## src/rtl/pico_bus_pkg.sv

```systemverilog
// Shared FSM encoding, route codes and command-register bit positions for the Pico bus controller.
// No logic of its own; no latency and no backpressure.
package pico_bus_pkg;

    typedef enum logic [1:0] {
        ST_IDLE       = 2'd0,
        ST_CAM_ARM    = 2'd1,
        ST_CAM_STREAM = 2'd2,
        ST_READ       = 2'd3
    } state_e;

    localparam logic [1:0] ROUTE_PICO = 2'b00;
    localparam logic [1:0] ROUTE_CAM  = 2'b01;
    localparam logic [1:0] ROUTE_SIMD = 2'b10;

    localparam int CMD_ROUTE_LSB  = 0;
    localparam int CMD_MODE_LSB   = 2;
    localparam int CMD_DTYPE_BIT  = 4;
    localparam int CMD_RDSRC_BIT  = 5;
    localparam int CMD_ERRCLR_BIT = 7;

    function automatic logic [1:0] cmd_route(input logic [7:0] cmd);
        return cmd[CMD_ROUTE_LSB +: 2];
    endfunction

endpackage

```

## src/rtl/sync_edge.sv

```systemverilog
// Synchronizes one async input through DEPTH flops and gives its level plus registered rise/fall pulses.
// Level lags DEPTH cycles, rise/fall one more; no backpressure.
module sync_edge #(
    parameter int DEPTH = 2
) (
    input  logic clk,
    input  logic rst_n,
    input  logic d_i,
    output logic level_o,
    output logic rise_o,
    output logic fall_o
);

    logic [DEPTH-1:0] sync_q;
    logic             prev_q;
    logic             rise_q;
    logic             fall_q;

    always_ff @(posedge clk or negedge rst_n) begin
        if (!rst_n) begin
            sync_q <= '0;
            prev_q <= 1'b0;
            rise_q <= 1'b0;
            fall_q <= 1'b0;
        end else begin
            sync_q <= {sync_q[DEPTH-2:0], d_i};
            prev_q <= sync_q[DEPTH-1];
            rise_q <= sync_q[DEPTH-1] & ~prev_q;
            fall_q <= ~sync_q[DEPTH-1] & prev_q;
        end
    end

    assign level_o = sync_q[DEPTH-1];
    assign rise_o  = rise_q;
    assign fall_o  = fall_q;

endmodule

```

## src/rtl/pico_bus_ctrl.sv

```systemverilog
// Pico bus controller: decodes synchronized bus strobes into command/data writes, reads and camera framing.
// Strobes act SYNC_STAGES+1 cycles after the raw edge, outputs one cycle later; no backpressure, illegal accesses set err.
module pico_bus_ctrl
    import pico_bus_pkg::*;
#(
    parameter int SYNC_STAGES = 2
) (
    input  logic       clk,
    input  logic       rst,
    input  logic       cs,
    input  logic       WR,
    input  logic       RD,
    input  logic       a0,
    input  logic [7:0] pico_data_in,
    input  logic       cam_vsync,
    input  logic       simd_valid,
    output logic       sel_poc,
    output logic       sel_sod,
    output logic       direction,
    output logic       simd_load,
    output logic       simd_send,
    output logic [1:0] simd_mode,
    output logic       simd_dtype,
    output logic       busy,
    output logic       frame_done,
    output logic       err
);

    logic [4:0] raw;
    logic [4:0] lvl;
    logic [4:0] rise;
    logic [4:0] fall;

    assign raw = {cam_vsync, a0, RD, WR, cs};

    for (genvar i = 0; i < 5; i++) begin : g_sync
        sync_edge #(.DEPTH(SYNC_STAGES)) u_sync (
            .clk     (clk),
            .rst_n   (rst),
            .d_i     (raw[i]),
            .level_o (lvl[i]),
            .rise_o  (rise[i]),
            .fall_o  (fall[i])
        );
    end

    logic unused_edges;
    assign unused_edges = ^{fall, rise[0], rise[3], lvl[4]};

    logic cs_s, wr_s, rd_s, a0_s;
    logic wr_ev, rd_ev, vs_rise;
    assign cs_s    = lvl[0];
    assign wr_s    = lvl[1];
    assign rd_s    = lvl[2];
    assign a0_s    = lvl[3];
    assign wr_ev   = rise[1] & ~cs_s;
    assign rd_ev   = rise[2] & ~cs_s;
    assign vs_rise = rise[4];

    state_e     state_q;
    logic [7:0] cmd_q;
    logic       err_q, sel_poc_q, sel_sod_q, dir_q, load_q, send_q, fdone_q;

    always_ff @(posedge clk or negedge rst) begin
        if (!rst) begin
            state_q   <= ST_IDLE;
            cmd_q     <= 8'h00;
            err_q     <= 1'b0;
            sel_poc_q <= 1'b0;
            sel_sod_q <= 1'b0;
            dir_q     <= 1'b0;
            load_q    <= 1'b0;
            send_q    <= 1'b0;
            fdone_q   <= 1'b0;
        end else begin
            load_q  <= 1'b0;
            send_q  <= 1'b0;
            fdone_q <= 1'b0;
            case (state_q)
                ST_IDLE: begin
                    if (wr_ev) begin
                        // A colliding read is dropped; its error wins over a same-cycle clear.
                        if (rd_ev)
                            err_q <= 1'b1;
                        else if (!a0_s && pico_data_in[CMD_ERRCLR_BIT])
                            err_q <= 1'b0;
                        if (!a0_s) begin
                            cmd_q <= pico_data_in;
                            if (cmd_route(pico_data_in) == ROUTE_CAM)
                                state_q <= ST_CAM_ARM;
                        end else if (cmd_route(cmd_q) == ROUTE_SIMD) begin
                            load_q <= 1'b1;
                        end
                    end else if (rd_ev) begin
                        state_q   <= ST_READ;
                        sel_sod_q <= cmd_q[CMD_RDSRC_BIT];
                        if (cmd_q[CMD_RDSRC_BIT]) begin
                            if (simd_valid)
                                send_q <= 1'b1;
                            else
                                err_q <= 1'b1;
                        end
                    end
                end
                ST_CAM_ARM, ST_CAM_STREAM: begin
                    if (wr_ev && !a0_s && cmd_route(pico_data_in) == ROUTE_PICO) begin
                        cmd_q     <= pico_data_in;
                        state_q   <= ST_IDLE;
                        sel_poc_q <= 1'b0;
                        if (pico_data_in[CMD_ERRCLR_BIT])
                            err_q <= 1'b0;
                    end else begin
                        if (wr_ev || rd_ev)
                            err_q <= 1'b1;
                        if (vs_rise) begin
                            if (state_q == ST_CAM_ARM) begin
                                state_q   <= ST_CAM_STREAM;
                                sel_poc_q <= 1'b1;
                            end else begin
                                state_q   <= ST_IDLE;
                                sel_poc_q <= 1'b0;
                                fdone_q   <= 1'b1;
                            end
                        end
                    end
                end
                ST_READ: begin
                    if (!rd_s || cs_s) begin
                        state_q   <= ST_IDLE;
                        dir_q     <= 1'b0;
                        sel_sod_q <= 1'b0;
                    end else begin
                        dir_q <= ~wr_s;
                    end
                end
                default: state_q <= ST_IDLE;
            endcase
        end
    end

    // Gate with the live synced WR so the bus is never driven against a host write.
    assign direction  = dir_q & ~wr_s;
    assign sel_poc    = sel_poc_q;
    assign sel_sod    = sel_sod_q;
    assign simd_load  = load_q;
    assign simd_send  = send_q;
    assign frame_done = fdone_q;
    assign err        = err_q;
    assign simd_mode  = cmd_q[CMD_MODE_LSB +: 2];
    assign simd_dtype = cmd_q[CMD_DTYPE_BIT];
    assign busy       = (state_q != ST_IDLE);

endmodule

```

## config.mk

```make
export PLATFORM = sky130hd
export DESIGN_NAME = pico_bus_ctrl
export DESIGN_NICKNAME = d
export VERILOG_FILES = /design/src/rtl/pico_bus_pkg.sv /design/src/rtl/sync_edge.sv /design/src/rtl/pico_bus_ctrl.sv
export SDC_FILE = /design/constraint.sdc
export NUM_CORES = 1
export LEC_CHECK = 0
export ABC_AREA = 1
export BUFFER_PORTS_ARGS = -buffer_cell sky130_fd_sc_hd__buf_2
export CAP_MARGIN = 5
export CORE_MARGIN = 8
export CORE_UTILIZATION = 50
export DETAILED_ROUTE_END_ITERATION = 16
export PLACE_DENSITY = 0.74
export SLEW_MARGIN = 20
export SYNTH_ARGS = -nofsm -noshare
export SYNTH_HDL_FRONTEND = slang
export SYNTH_SLANG_ARGS = --single-unit
```

## constraint.sdc

```tcl
create_clock -name clk -period 3.52 [get_ports clk]
set_input_delay 0.176 -clock clk [delete_from_list [all_inputs] [get_ports clk]]
set_output_delay 0.176 -clock clk [all_outputs]
set_load 0.02 [all_outputs]
```

# ---- Yosys cells after proc, flatten, opt, wreduce, memory -nomap -nowiden
# Index checks and enable logic that the tools add are counted.
dict set report op_classes {
  n_eq_ne 20
  muxes 44
  n_bitwise 11
  reduce_logical 19
}
# cell count
set ops {}
lappend ops {{two-way mux 1 bit} 29}
lappend ops {{inequality test 3 bit, second input constant} 8}
lappend ops {{two-way mux 6 bit} 3}
lappend ops {{two-way mux 2 bit} 8}
lappend ops {{inequality test 2 bit, second input constant} 6}
lappend ops {{case mux 6 bit (2 select lines)} 1}
lappend ops {{AND reduction 4 bit} 2}
lappend ops {{nonzero test 2 bit} 4}
lappend ops {{AND reduction 7 bit} 1}
lappend ops {{bitwise AND 1 bit} 6}
lappend ops {{equality test 2 bit, second input constant} 3}
lappend ops {{case mux 2 bit (3 select lines)} 1}
lappend ops {{inverter 1 bit} 5}
lappend ops {{AND reduction 5 bit} 1}
lappend ops {{equality test 2 x 1 -> 1 bit, second input constant} 2}
lappend ops {{logical NOT 2 bit} 2}
lappend ops {{case mux 1 bit (2 select lines)} 2}
lappend ops {{logical AND 1 bit} 3}
lappend ops {{inequality test 3 x 2 -> 1 bit, second input constant} 1}
lappend ops {{logical NOT 1 bit} 2}
lappend ops {{logical OR 1 bit} 2}
lappend ops {{AND reduction 2 bit} 1}
lappend ops {{OR reduction 2 bit} 1}
dict set report totals {
  register_bits 31
  in_bits 16
  word_cells 114
}

# ---- Depth between registers and ports, before layout
# Gate-level depths: netlist of run 1.
dict set report depth {
  word_depth 6
  depth_mapped 11
}

# ---- Modules after synthesis
# Synthesis of run 1 repeated with hierarchy kept, for this count alone.
dict set report unflattened {
  hier_cells 160
  hier_area_um2 1597.8
}
# mod n_inst cells_each area_per_inst_um2 seq_area_each_um2
set by_module_without_submodules {}
lappend by_module_without_submodules {pico_bus_ctrl 1 115 897.1 375.4}
lappend by_module_without_submodules {sync_edge 5 9 140.1 125.1}

# ---- Worst setup path before layout of run 1
# No wires, ideal clock.
dict set report synth_timing {
  path_type {register to register}
  start {register state_q[0]}
  end {register state_q[0]}
  setup_ps 117
  arrival_ps 1318
  t_required_ps 3403
  slack_ps 2085
  path_stages_with_launch 12
  n_path_buf 1
  cell_sequence {dfrtp_1 -> inv_1 -> ha_1 -> buf_4 -> inv_2 -> nor2_2 -> nand2_2 -> nand2_2 -> nor2_4 -> nand2_1 -> nand2_1 -> nand2_1}
}
dict set report synth_between {
  elab_chain_cells 4
  word_cells_on_any_way 12
}
# element line
set synth_lines {}
lappend synth_lines {{start: declaration} pico_bus_ctrl.sv:60} ;# state_e state_q;
lappend synth_lines {{start signal: assignment} pico_bus_ctrl.sv:66} ;# state_q <= ST_IDLE;
lappend synth_lines {{start signal: assignment} pico_bus_ctrl.sv:90} ;# state_q <= ST_CAM_ARM;
lappend synth_lines {{start signal: assignment} pico_bus_ctrl.sv:95} ;# state_q <= ST_READ;
lappend synth_lines {{equality test 2 x 1 -> 1 bit or equality test 2 bit (tied branches)} pico_bus_ctrl.sv:79} ;# case (state_q)
lappend synth_lines {{OR reduction 2 bit} pico_bus_ctrl.sv:79}
lappend synth_lines {{inequality test 3 x 2 -> 1 bit (no source line)} --}
lappend synth_lines {{AND reduction 5 bit (no source line)} --}
# Parallel ways exist; a longest one is shown, timed or not.
# A chain may end at the register's enable or synchronous reset.

# ---- Final worst setup path of run 1
dict set report layout_timing {
  start {register state_q[1]}
  end {output busy}
}
dict set report layout_between {
  elab_chain_cells 1
}
# element line
set layout_lines {}
lappend layout_lines {{nonzero test 2 bit} pico_bus_ctrl.sv:151} ;# assign busy = (state_q != ST_IDLE);
lappend layout_lines {{end: declaration} pico_bus_ctrl.sv:24} ;# output logic busy,
# Every way passes these cells.

==> results of run 1 <==
-- cells in the mapped netlist --
library cell,number
nand2_1,40
nor2_2,1
o2111ai_1,1
nand2_4,1
o21ai_2,1
o31ai_1,1
nor3b_1,1
nand2_2,5
inv_1,13
dfrtp_1,31
o21ai_1,2
nand3_2,1
nand4_1,1
o22ai_1,1
nor2_4,2
buf_4,3
nor3_1,1
ha_1,3
o21ai_0,1
nor2_1,7
clkinv_1,1
o21ai_4,1
nand3_1,15
inv_2,3
-- state kept, by name, indices dropped and copies added (netlist names) --
signal,count
g_sync.u_sync.prev_q,3
g_sync.u_sync.sync_q,10
cmd_q,6
dir_q,1
simd_send,1
g_sync.u_sync.rise_o,3
frame_done,1
err,1
state_q,2
simd_load,1
sel_sod,1
sel_poc,1
-- per-layer routing --
metal | GRT usage (%) | vias to the layer above
met3 | 7.28 | 4
met2 | 22.0 | 28
met1 | 11.8 | 475
met4 | 8.09 | 0
met5 | 0 | -
li1 | - | 500
-- through the flow --
| stage | std cells | instance area [sq um] |
|---|---|---|
| after floorplan | 137 | 1310 |
| after global placement | 189 | 1450 |
| after detailed placement | 189 | 1450 |
| after CTS | 203 | 1590 |
| after global routing | 203 | 1590 |
| final | 203 | 1590 |
-- path summary, 6_finish.rpt --
check | from | endpoint | slack, ns
worst max-delay path | state_q[1] | busy | 1.85
worst min-delay path | pico_data_in[3] | cmd_q[3] | 0.06
worst max register to register | state_q[1] | cmd_q[1] | 1.92
worst min register to register | g_sync[2].u_sync.sync_q[0] | g_sync[2].u_sync.sync_q[1] | 0.36
max in group asynchronous | rst | simd_load | 2.69
min in group asynchronous | rst | cmd_q[1] | 0.40
-- report_power, final --
group | leakage, nW | switching, mW | internal, mW
logic | 0.429 | 0.363 | 0.189
clock network | 0.0375 | 0.122 | 0.117
registers | 0.383 | 0.0437 | 0.435
-- cell families after synthesis --
family	count (synthesis)
compound gates	8
fa+ha+maj	3
buf+inv	20
flops	31
simple gates	75
-- area by class of cell --
class / count / area (sq um) / share of cell area, %
multi-input combinational: 86 / 452 / 28.5
sequential: 31 / 776 / 48.9
tap: 30 / 37.5 / 2.37
clock buffer: 7 / 65.1 / 4.10
timing repair buffer: 31 / 185 / 11.7
clock inverter: 1 / 7.51 / 0.473
inverter: 17 / 63.8 / 4.02
-- what timing repair did --
action | 4_1_cts | 5_1_grt
hold buffers | 6 | 0
gates resized for setup | 0 | 0
hold endpoints to repair | 36 | 0
-- worst max-delay path: stages, from the launching register on --
cell	delay (ns)
dfrtp_1	0.42
inv_1	0.09
ha_1	0.37
inv_2	0.11
buf_2	0.18
==> metrics.cfg, run 1 <==
[run]
cap_violations=0

[die]
fp.dieArea_sq_mm=0.00452
die_y_um=67.3
start_util_pct=53.0
io_pins=27
die_w_um=67.3
core_region_area_sq_mm=0.00248
core.rowCount=18

[yosys]
syn_avg_cell_area_sq_um=9.59
yosys.area_share.simple_pct=26.8
synth.area.mux_share_pct=0
syn-num-nets=156
synth_adder_area_share_pct=2.86
synth_top_family_by_area=simple AND/OR/NAND/NOR gates
yosysTopAreaCell=dfrtp_1
synthDistinctLibCells=24
synth_compound_area_share_pct=4.76
synth_seq_cells=31
yosysWarningCount=0
synthXorXnorAreaFrac_pct=0
yosys-top-cells-area=dfrtp_1, nand2_1, nand3_1
syn-cell-area_sq_mm=0.00131
syn-instance-count=137
netlist.area_leader.share_pct=59.0
synth_seq_area_share_pct=59.0

[power_and_ir_drop]
leakage_nw=0.849
power_density_mw_per_mm2=800
p_total_mw=1.27
max-vdd-ir-drop_uv=453

[critical_path]
cp_data_arrival_time_ns=1.49
reg2reg_depth=7
required_ns=3.34
critPathLaunchType=flop
crit_path_end_kind=primary output
critPathMaxFanout=10
crit_type=reg2out

[timing]
min_period_ns=1.67
setup_viol=0
clock_skew_ns=0.0136
final_max_slew_viol_count=0
tns_ns=0
rsz0062_at_grt=no
max_freq_mhz=600
fin_crit_sh_pct=47.3
whs_ns=0.0636
slew-limit-headroom_pct=56.3
worstMarginPinSlew_ns=0.656
report.final.hold_viol_count=0
worst_slack_ns=1.85

[hold_path]
holdPathStages=3
hold_path_class=in2reg

[cells_and_area]
diodes=0
final_common_cell=nand2_1
nets=191
mostFrequentLayoutCells=nand2_1, dfrtp_1, buf_2
num-fill-cells=216
final_core_util_pct=64.0
synthToLayoutAreaGrowth_pct=20.8
drive_above_1_share_pct=27.7

[drt]
routed_wl_um=2510
drt_iter0_markers=80
wl_per_cell_um=12.3
route.met3.wl_um=189
met1_length_um=1020
route.top_layer_used=met4
drc=0
viasPerCell=4.96
antenna_left=0
num_vias=1007
dr.pass1.iters=6
wl_met2_um=1270

[clocking]
clock_latency_ns=0.33
path_clk_slew_ns=0.10
cts_sinks=31
cts_max_level=2
post_cts_buffers=0
clockBufferDepth=2
root_buffer=clkbuf_4
cts_inserted_buffers=5
cts_tree=done

[placed_design]
place_ws_ns=1.94
place_congestion=0.959
place_hpwl_um=1840
io_buffers=25

[status]
status=finished, final reports clean

[grt]
grt_max_degree=32
grt_pass1_wl_um=4340
grt_usage_pct=12.9
grt_overflow=0
first_global_vias=1033
antenna_found_initial=0

No activity file was read; power rests on OpenSTA's default activity.
==> run 2: changes to the inputs <==
Settings changed: ABC_AREA 1 to 0.
Clock period 3.52 ns to 1.6 ns, I/O delays scaled along.
==> metrics.cfg, run 2 <==
[critical_path]
cp_data_arrival_time_ns=1.99
crit_type=reg2reg
crit_path_end_kind=flop
crit_path_cell_trace=inv_2, ha_4, nor3b_4, a21oi_1, or3_4, mux2_4
critPathLaunchType=flop
cp_slowest_cell=or3_4
critPathMaxFanout=6
required_ns=1.82
reg2reg_depth=6
critPathMaxStageDelay_ns=0.40

[timing]
fin_crit_sh_pct=110
min_period_ns=1.76
setup_viol=7
final_max_slew_viol_count=0
worst_slack_ns=-0.164
clock_skew_ns=0.0146
worstMarginPinSlew_ns=0.656
tns_ns=-1.02
slew-limit-headroom_pct=56.3
rsz0062_at_grt=yes
max_freq_mhz=567
report.final.hold_viol_count=0

[power_and_ir_drop]
intPower_mw=1.86
swShare_pct=34.2
power_density_mw_per_mm2=1630
leakage_nw=0.840
p_comb_share_pct=45.6
power_switching_mw=0.969
seqPwrFrac_pct=36.3
max-vdd-ir-drop_uv=990
p_total_mw=2.83
p_clk_share_pct=18.1

[status]
status=complete, but fails checks
violations=negative setup slack

[yosys]
yosysTopAreaCell=dfrtp_1
syn-instance-count=104
synth_seq_area_share_pct=60.5
yosysWarningCount=0
syn_avg_cell_area_sq_um=12.3
synth_seq_cells=31
yosysMostFrequentCell=dfrtp_1
syn-cell-area_sq_mm=0.00128
syn-num-nets=123
synth_edf_count=0
async_flop_share_pct=100
synthFlopType=dfrtp_1
yosys-top-cells-area=dfrtp_1, mux2_4, nor2b_1
netlist.area_leader.share_pct=60.5
yosys-top-cells-count=dfrtp_1, inv_1, nor2_1, nor2b_1
synthDistinctLibCells=31

[die]
die_w_um=66.6
start_util_pct=52.2
core.rowCount=18
die_y_um=66.6
io_pins=27
core_region_area_sq_mm=0.00245
fp.dieArea_sq_mm=0.00444

[grt]
first_global_vias=1056
grt_usage_pct=14.3
antenna_found_initial=0
grt_pass1_wl_um=4800
grt_max_degree=32
grt_overflow=0

[drt]
drc=0
viasPerCell=5.22
wl_per_cell_um=16.1
dr.pass1.iters=4
drt_iter0_markers=36
antenna_left=0
num_vias=966
routed_wl_um=2970

[clocking]
clockBufferDepth=2
cts_sinks=31
root_buffer=clkbuf_4
cts_max_level=2
cts_inserted_buffers=5
cts_tree=done
path_clk_slew_ns=0.10
clock_latency_ns=0.33

[cells_and_area]
diodes=0
final_common_cell=dfrtp_1
drive_above_1_share_pct=39.4
largest_register_ffs=10
top_regs=g_sync.u_sync.sync_q x10, cmd_q x6
regMostFlops=g_sync.u_sync.sync_q
synthToLayoutAreaGrowth_pct=35.6
mostFrequentLayoutCells=dfrtp_1, buf_2, dlygate4sd3_1
nets=173

[hold_path]
hold_path_class=in2reg
holdPathStages=2

[placed_design]
place_hpwl_um=1880
io_buffers=25
place_congestion=0.861

[run]
cap_violations=0

-- run 2: cell count changes in the layout (fill, tap and decap cells not counted), moves of 4 or more --
cell           previous run  this run
o21ai_0                   1         6
buf_4                     0        10
dlygate4sd3_1             6        11
nand2_1                  40         5
inv_1                    13         5
mux2_4                    0         6
a21oi_1                   0         4
nand3_1                  15         1
nor2b_1                   0         7
nand2_2                   5         0
-- run 2: cells by family after synthesis --
logic type | Yosys count | synth area share [%]
AND/OR/NAND/NOR | 31 | 13.8
flip-flops | 31 | 60.5
multiplexers | 7 | 7.81
adder cells (fa/ha/maj) | 3 | 2.93
buffers and inverters | 12 | 4.78
AO/OA/AOI/OAI | 20 | 10.2
-- run 2: metal layers --
| layer | part of all wire (%) | vias to the layer above | global-route usage, % |
|---|---|---|---|
| met4 | 1.7 | 0 | 5.60 |
| met5 | 0 | - | 0 |
| li1 | - | 454 | - |
| met1 | 40 | 475 | 16.0 |
| met3 | 5.7 | 6 | 6.04 |
| met2 | 53 | 31 | 23.5 |
-- run 2: critical path: cells and delay by family (launching register included) --
family	cells	cell delay (ns)
AOI/OAI and AO/OA	1	0.06
adders and majority gates	1	0.28
buffers and inverters	1	0.06
DFF	1	0.37
muxes	1	0.32
and+or+nand+nor	2	0.58
-- run 2: worst paths after layout --
kind	from	endpoint	slack (ns)
worst max-delay path	state_q[0]	cmd_q[5]	-0.16
max in group asynchronous	rst	g_sync[3].u_sync.sync_q[1]	0.86
worst min register to register	g_sync[0].u_sync.sync_q[0]	g_sync[0].u_sync.sync_q[1]	0.35
worst max register to register	state_q[0]	cmd_q[5]	-0.16
min in group asynchronous	rst	err	0.30
worst min-delay path	pico_data_in[0]	cmd_q[0]	0.09
-- run 2: power groups by stage --
stage	clock network [mW]	logic [mW]	registers [mW]
after floorplan	0	0.690	1.08
after global placement	0	1.05	1.04
after detailed placement	0	1.08	1.05
after CTS	0.525	1.19	1.03
after global routing	0.567	1.39	1.05
final	0.512	1.29	1.03
-- run 2: timing repair --
action / 4_1_cts / 5_1_grt
buffers inserted: 1 / 2
hold buffers: 11 / 0
pin swaps: 3 / 4
gates resized for setup: 7 / 2
setup endpoints to repair: 8 / 8
hold endpoints to repair: 41 / 0
-- run 2: layout make-up --
| cell class | count | area [sq um] |
|---|---|---|
| clock buffers | 8 | 68.8 |
| repair buffers | 47 | 322 |
| well taps | 30 | 37.5 |
| fillers | 185 | 717 |
| flip-flops and latches | 31 | 776 |
| inverters | 8 | 30.0 |
| multi-input cells | 61 | 504 |
-- run 2: through the flow --
step	instance area [sq um]	cells	hold slack [ns]	worst slack (ns)	utilization, %
after floorplan	1300	104	-0.216	-0.131	-
after global placement	1490	163	0.139	-0.187	60.7
after detailed placement	1490	163	0.152	-0.239	60.7
after CTS	1710	183	0.0458	-0.123	69.6
after global routing	1740	185	0.0651	-0.219	70.8
final	1740	185	0.0892	-0.164	70.8
==> run 3: changes to the inputs <==
Settings changed: BUFFER_PORTS_ARGS -buffer_cell sky130_fd_sc_hd__buf_2 to -buffer_cell sky130_fd_sc_hd__buf_4, CTS_BUF_LIST set to sky130_fd_sc_hd__clkbuf_8.
==> metrics.cfg, run 3 (synthesis results as in run 2) <==
[status]
status=complete, but fails checks
violations=negative setup slack

[timing]
tns_ns=-0.946
report.final.hold_viol_count=0
setup_viol=7
fin_crit_sh_pct=110
min_period_ns=1.76
max_freq_mhz=569
rsz0062_at_grt=yes
worstMarginPinSlew_ns=0.379
slew-limit-headroom_pct=74.7
final_max_slew_viol_count=0
worst_slack_ns=-0.158
clock_skew_ns=0.00359

[power_and_ir_drop]
intPower_mw=2.06
p_clk_share_pct=21.4
seqPwrFrac_pct=34.5
swShare_pct=32.4
leakage_nw=0.862
p_comb_share_pct=44.1
max-vdd-ir-drop_uv=1330
power_switching_mw=0.986
power_density_mw_per_mm2=1690
p_total_mw=3.04

[cells_and_area]
regMostFlops=g_sync.u_sync.sync_q
final_common_cell=buf_4
num-fill-cells=165
largest_register_ffs=10
seq_area_sq_um=776
nets=171
top_regs=g_sync.u_sync.sync_q x10, cmd_q x6
synthToLayoutAreaGrowth_pct=40.1
fin_area_sq_mm=0.00180
final_cells=183
diodes=0
mostFrequentLayoutCells=buf_4, dfrtp_1, nor2b_1, clkbuf_8
drive_above_1_share_pct=41.8
multi_input_area_sq_um=499

[critical_path]
cp_data_arrival_time_ns=1.92
critPathMaxFanout=6
critPathLaunchType=flop
crit_path_end_kind=flop
required_ns=1.76
critPathMaxStageDelay_ns=0.40
crit_type=reg2reg
cp_slowest_cell=or3_4
crit_path_cell_trace=inv_2, ha_4, nor3b_4, a21oi_1, or3_4, mux2_4

[drt]
wl_per_cell_um=15.2
drc=0
num_vias=972
dr.pass1.iters=4
drt_iter0_markers=41
viasPerCell=5.31
routed_wl_um=2790
antenna_left=0

[clocking]
path_clk_slew_ns=0.06
cts_inserted_buffers=5
cts_sinks=31
cts_max_level=2
root_buffer=clkbuf_8
clockBufferDepth=2
cts_tree=done
clock_latency_ns=0.27

[grt]
grt_max_degree=32
grt_pass1_wl_um=4800
met3_usage_pct=5.20
grt_overflow=0
grt_util_met1_pct=15.9
antenna_found_initial=0
first_global_vias=1103
busiest_layer=met2
use_met2_pct=23.4
grt_usage_pct=14.1

[placed_design]
postPlaceCellArea_sq_mm=0.00158
place_hpwl_um=1980
place_ws_ns=-0.252
place_congestion=0.862
dp.cells=166
io_buffers=25

[die]
die_y_um=66.6
die_w_um=66.6
start_util_pct=52.2
core_region_area_sq_mm=0.00245
io_pins=27
core.rowCount=18
fp.dieArea_sq_mm=0.00444

[run]
cap_violations=0

[hold_path]
hold_path_class=in2reg

run 3: cell types whose count changed in the layout (fill, tap and decap cells not counted), moves of 2 or more:
cell	previous run	this run
buf_4	10	39
buf_2	25	0
clkbuf_4	5	0
clkbuf_8	2	7
dlygate4sd3_1	11	6
nor3_2	2	0
run 3: path summary, 6_finish.rpt:
| check | from | end | slack (ns) | depth (start not counted) |
|---|---|---|---|---|
| max in group asynchronous | rst | g_sync[4].u_sync.rise_o | 1.05 | 2 |
| worst min register to register | g_sync[3].u_sync.sync_q[0] | g_sync[3].u_sync.sync_q[1] | 0.35 | 0 |
| worst min-delay path | pico_data_in[4] | cmd_q[4] | 0.03 | 2 |
| worst max-delay path | state_q[0] | cmd_q[5] | -0.16 | 6 |
| min in group asynchronous | rst | sel_poc | 0.27 | 2 |
| worst max register to register | state_q[0] | cmd_q[5] | -0.16 | 6 |
run 3: metal layers:
layer	share of wire, %	vias up
met1	43	494
met5	0	-
met2	50	24
met4	0.90	0
met3	5.7	4
li1	-	450
run 3: area by class of cell:
cell class / instances / area share, %
clock buffer: 7 / 5.37
clock inverter: 1 / 0.209
inverter: 8 / 1.67
multi-input combinational: 61 / 27.8
sequential: 31 / 43.2
tap: 30 / 2.09
timing repair buffer: 45 / 19.7
run 3: power by group through the flow:
stage	Clock [mW]	Sequential, mW	Combinational [mW]
2_1_floorplan	0	1.08	0.690
3_3_place_gp	0	1.05	1.18
3_5_place_dp	0	1.06	1.21
4_1_cts	0.667	1.05	1.29
5_1_grt	0.708	1.07	1.45
6_report	0.652	1.05	1.34
run 3: critical path, delay by kind of cell, from the launching register on:
kind | cells | cell delay [ns]
and+or+nand+nor | 2 | 0.56
DFF | 1 | 0.37
muxes | 1 | 0.32
adders and majority gates | 1 | 0.27
buffers and inverters | 1 | 0.06
AOI/OAI and AO/OA | 1 | 0.05
run 3: repair_timing:
| action | in CTS | in global routing |
|---|---|---|
| pin swaps | 3 | 3 |
| endpoints found under the hold margin | 36 | 0 |
| resized for setup | 5 | 3 |
| hold buffers | 6 | 0 |
| buffers inserted | 2 | 1 |
| setup endpoints to repair | 8 | 9 |
run 3: metrics by stage:
step | hold WS, ns | utilization, %
2_1_floorplan | -0.216 | -
6_report | 0.0345 | 73.1
3_3_place_gp | 0.0234 | 64.2
3_5_place_dp | 0.0326 | 64.2
5_1_grt | 0.0279 | 73.1
4_1_cts | 0.0269 | 72.2
